===== config.mk =====
export PLATFORM = sky130hd
export DESIGN_NAME = gate_bist_cmp
export DESIGN_NICKNAME = d
export VERILOG_FILES = /design/src/rtl/gate_bist_pkg.sv /design/src/rtl/gate_bist_cmp.sv
export SDC_FILE = /design/constraint.sdc
export NUM_CORES = 1
export LEC_CHECK = 0
export CAP_MARGIN = 5
export CORE_AREA = 2 2 39 41
export DETAILED_ROUTE_END_ITERATION = 8
export DIE_AREA = 0 0 41 43
export SETUP_SLACK_MARGIN = 0.4
export SYNTH_ARGS = -nofsm -noshare
export SYNTH_HDL_FRONTEND = slang
export SYNTH_SLANG_ARGS = --single-unit

===== constraint.sdc =====
create_clock -name vclk -period 1.75
set_input_delay 0.35 -clock vclk [all_inputs]
set_output_delay 0.35 -clock vclk [all_outputs]
set_load 0.02 [all_outputs]

===== src/rtl/gate_bist_pkg.sv =====
// Shared types, output bit positions and golden truth model for the gate BIST.
package gate_bist_pkg;

    typedef enum logic [1:0] {
        IDLE   = 2'd0,
        SETTLE = 2'd1,
        SAMPLE = 2'd2,
        DONE   = 2'd3
    } bist_state_t;

    // Bit positions of the gate outputs inside the 7-bit response word (y1..y7).
    localparam int Y_AND  = 0;
    localparam int Y_OR   = 1;
    localparam int Y_NOTA = 2;
    localparam int Y_NAND = 3;
    localparam int Y_NOR  = 4;
    localparam int Y_XOR  = 5;
    localparam int Y_XNOR = 6;

    // Response a healthy gate block must produce for the given inputs.
    function automatic logic [6:0] gate_expect(input logic a, input logic b);
        logic [6:0] y;
        y         = '0;
        y[Y_AND]  = a & b;
        y[Y_OR]   = a | b;
        y[Y_NOTA] = ~a;
        y[Y_NAND] = ~(a & b);
        y[Y_NOR]  = ~(a | b);
        y[Y_XOR]  = a ^ b;
        y[Y_XNOR] = ~(a ^ b);
        return y;
    endfunction

endpackage


===== src/rtl/gate_bist_cmp.sv =====
// Combinational response checker: compares the gate outputs with the golden model.
module gate_bist_cmp
    import gate_bist_pkg::*;
(
    input  logic       a,
    input  logic       b,
    input  logic [6:0] y_i,
    output logic [6:0] mismatch_mask,
    output logic       any_mismatch
);

    // Flag every output bit that disagrees with the expected truth table.
    always_comb begin
        mismatch_mask = gate_expect(a, b) ^ y_i;
        any_mismatch  = |mismatch_mask;
    end

endmodule


==> impl_metrics.ini <==
[clock_tree]
ctsHoldBuffers = 0

[final_layout]
nFillCells = 145
regArea_um2 = 0
antennaDiodeCount = 0
design.seq.count = 0
layout.cells.non_filler = 55
final_cell_mix = 9 x buf_4, 5 x dlygate4sd2_1, 5 x buf_6
drive_gt1_share_pct = 74.4
layout.nets = 52
area_growth_pct = 294
nClkBuffers = 0
final_common_cell = buf_4

[global_routing]
grt_pass1_wl_um = 690
track_usage_pct = 5.33
grt_pass1_vias = 184
grt_overflow = 0
grt_start_max_net_pins = 4
antenna_found_initial = 0

[pwr]
ir_drop_uv = 87.4
power_density_nw_per_um2 = 334
leakagePower_nw = 0.212

[die]
io-pin-count = 17
core_um2 = 1380
start_util_pct = 9.04
die_y_um = 43
die_area_um2 = 1760
dieWidth_um = 41
row_count = 14

[synthesis]
synth_cells = 16
avgSynthCellArea_um2 = 7.82
ys_seq_area_share_pct = 0
synth_nets = 27
ys_types = 9
yosys-top-cells-area = xnor2_1 28%, xor2_1 21%, ha_1 20%, or3b_1 7.0%, inv_1 6.0%
synth_area_um2 = 125
synth_top_area_cell = xnor2_1
synth.top_cell.area_share_pct = 28.0
synth_warnings = 0

[timing]
min_period_ps = 1660
setup-violations-final = 0
rsz0062_at_grt = true
final_hold_viol_count = 0
period_share_pct = 95.0
fin_setup_tns_ps = 0
worst_pin_slew_ps = 232
fmax_ghz = 0.602
relSlewSlack_pct = 84.4
fin_hold_ws_ps = 1150
fin_ws_ps = 87.6
slew_violations = 0

[worst_setup_path]
critPathMaxStageDelay_ps = 240
startpoint_type = input pin
worstPathArrival_ps = 1310
cp_slowest_cell = ha_4
end_kind = primary output
cp_cell_sequence = buf_12 -> inv_12 -> ha_4 -> xor2_2 -> nor4_2 -> nand2_2 -> buf_6
crit_type = in -> out
required_ps = 1400
crit_fanout = 2

[place]
hpwl_um = 401
gp_congestion = 0.532
dp.cells = 54
port_buffers = 17
dp_slack_ps = -894

[min_path]
min_path_type = in -> out

[route]
vias = 194
viasPerCell = 3.53
wl_um = 460
dr.pass1.iters = 3
drc = 0
postRouteAntennaNets = 0
routedWlPerCell_um = 8.36
first_iter_violations = 1

[run_status]
status = finished, final reports clean

[run]
drv_cap = 0
final timing paths:
| kind | start | endpoint | slack, ps | cells past startpoint |
|---|---|---|---|---|
| worst min-delay path | a | mismatch_mask[2] | 1150 | 4 |
| worst max-delay path | b | any_mismatch | 90 | 7 |
timing repair:
item | in CTS | in global routing
endpoints found under the hold margin | 0 | 0
pin swaps | 9 | 8
gates resized for setup | 72 | 3
buffers inserted | 0 | 1
endpoints found under the setup margin | 8 | 7
synth_stat cells, drive strengths merged:
library cell  instances
nand3b                1
xor2                  3
xnor2                 4
a21oi                 1
or3b                  1
inv                   2
ha                    2
nor4                  1
nand2                 1
report_power, final:
group | total (mW) | internal, mW | switching (mW) | leakage (nW)
sequential | 0 | 0 | 0 | 0
combinational | 0.165 | 0.0904 | 0.0743 | 0.212
clock | 0 | 0 | 0 | 0
per-layer routing:
| metal | wire length [µm] | global-route usage, % | vias to the layer above | part of all wire (%) |
|---|---|---|---|---|
| met5 | 0 | 0 | - | 0 |
| met4 | 0 | 0 | 0 | 0 |
| met3 | 52 | 0 | 0 | 11 |
| met2 | 245 | 10.0 | 9 | 53 |
| met1 | 162 | 6.77 | 87 | 35 |
| li1 | - | - | 98 | - |
critical path, delay by kind of cell:
family	cells	cell delay, ps
AND/OR/NAND/NOR	2	320
buffers and inverters	3	260
XOR/XNOR	1	150
adder cells (fa/ha/maj)	1	240
per-stage QoR:
stage | util [%] | total power [mW] | area [µm²]
global route | 35.6 | 0.175 | 493
global placement | 32.7 | 0.161 | 453
floorplan | - | 0.0804 | 225
CTS | 34.4 | 0.161 | 477
finish | 35.6 | 0.165 | 493
detailed placement | 32.7 | 0.161 | 453
final cells by class:
| type | count | area [µm²] | area share (%) |
|---|---|---|---|
| Tap cell | 16 | 20.0 | 4.06 |
| Timing Repair Buffer | 23 | 223 | 45.2 |
| Inverter | 2 | 27.5 | 5.58 |
| Multi-Input combinational cell | 14 | 223 | 45.2 |
cells by family (layout without fill, tap and decap cells):
kind of cell             count (synthesis)  count (layout)  synth area share, %
AO/OA/AOI/OAI                            1               1                 4.00
buffers and inverters                    2              25                 6.00
XOR/XNOR                                 7               7                 49.0
adder cells (fa/ha/maj)                  2               2                 20.0
AND/OR/NAND/NOR                          4               4                 21.0
(Power assumes the default switching activity.)
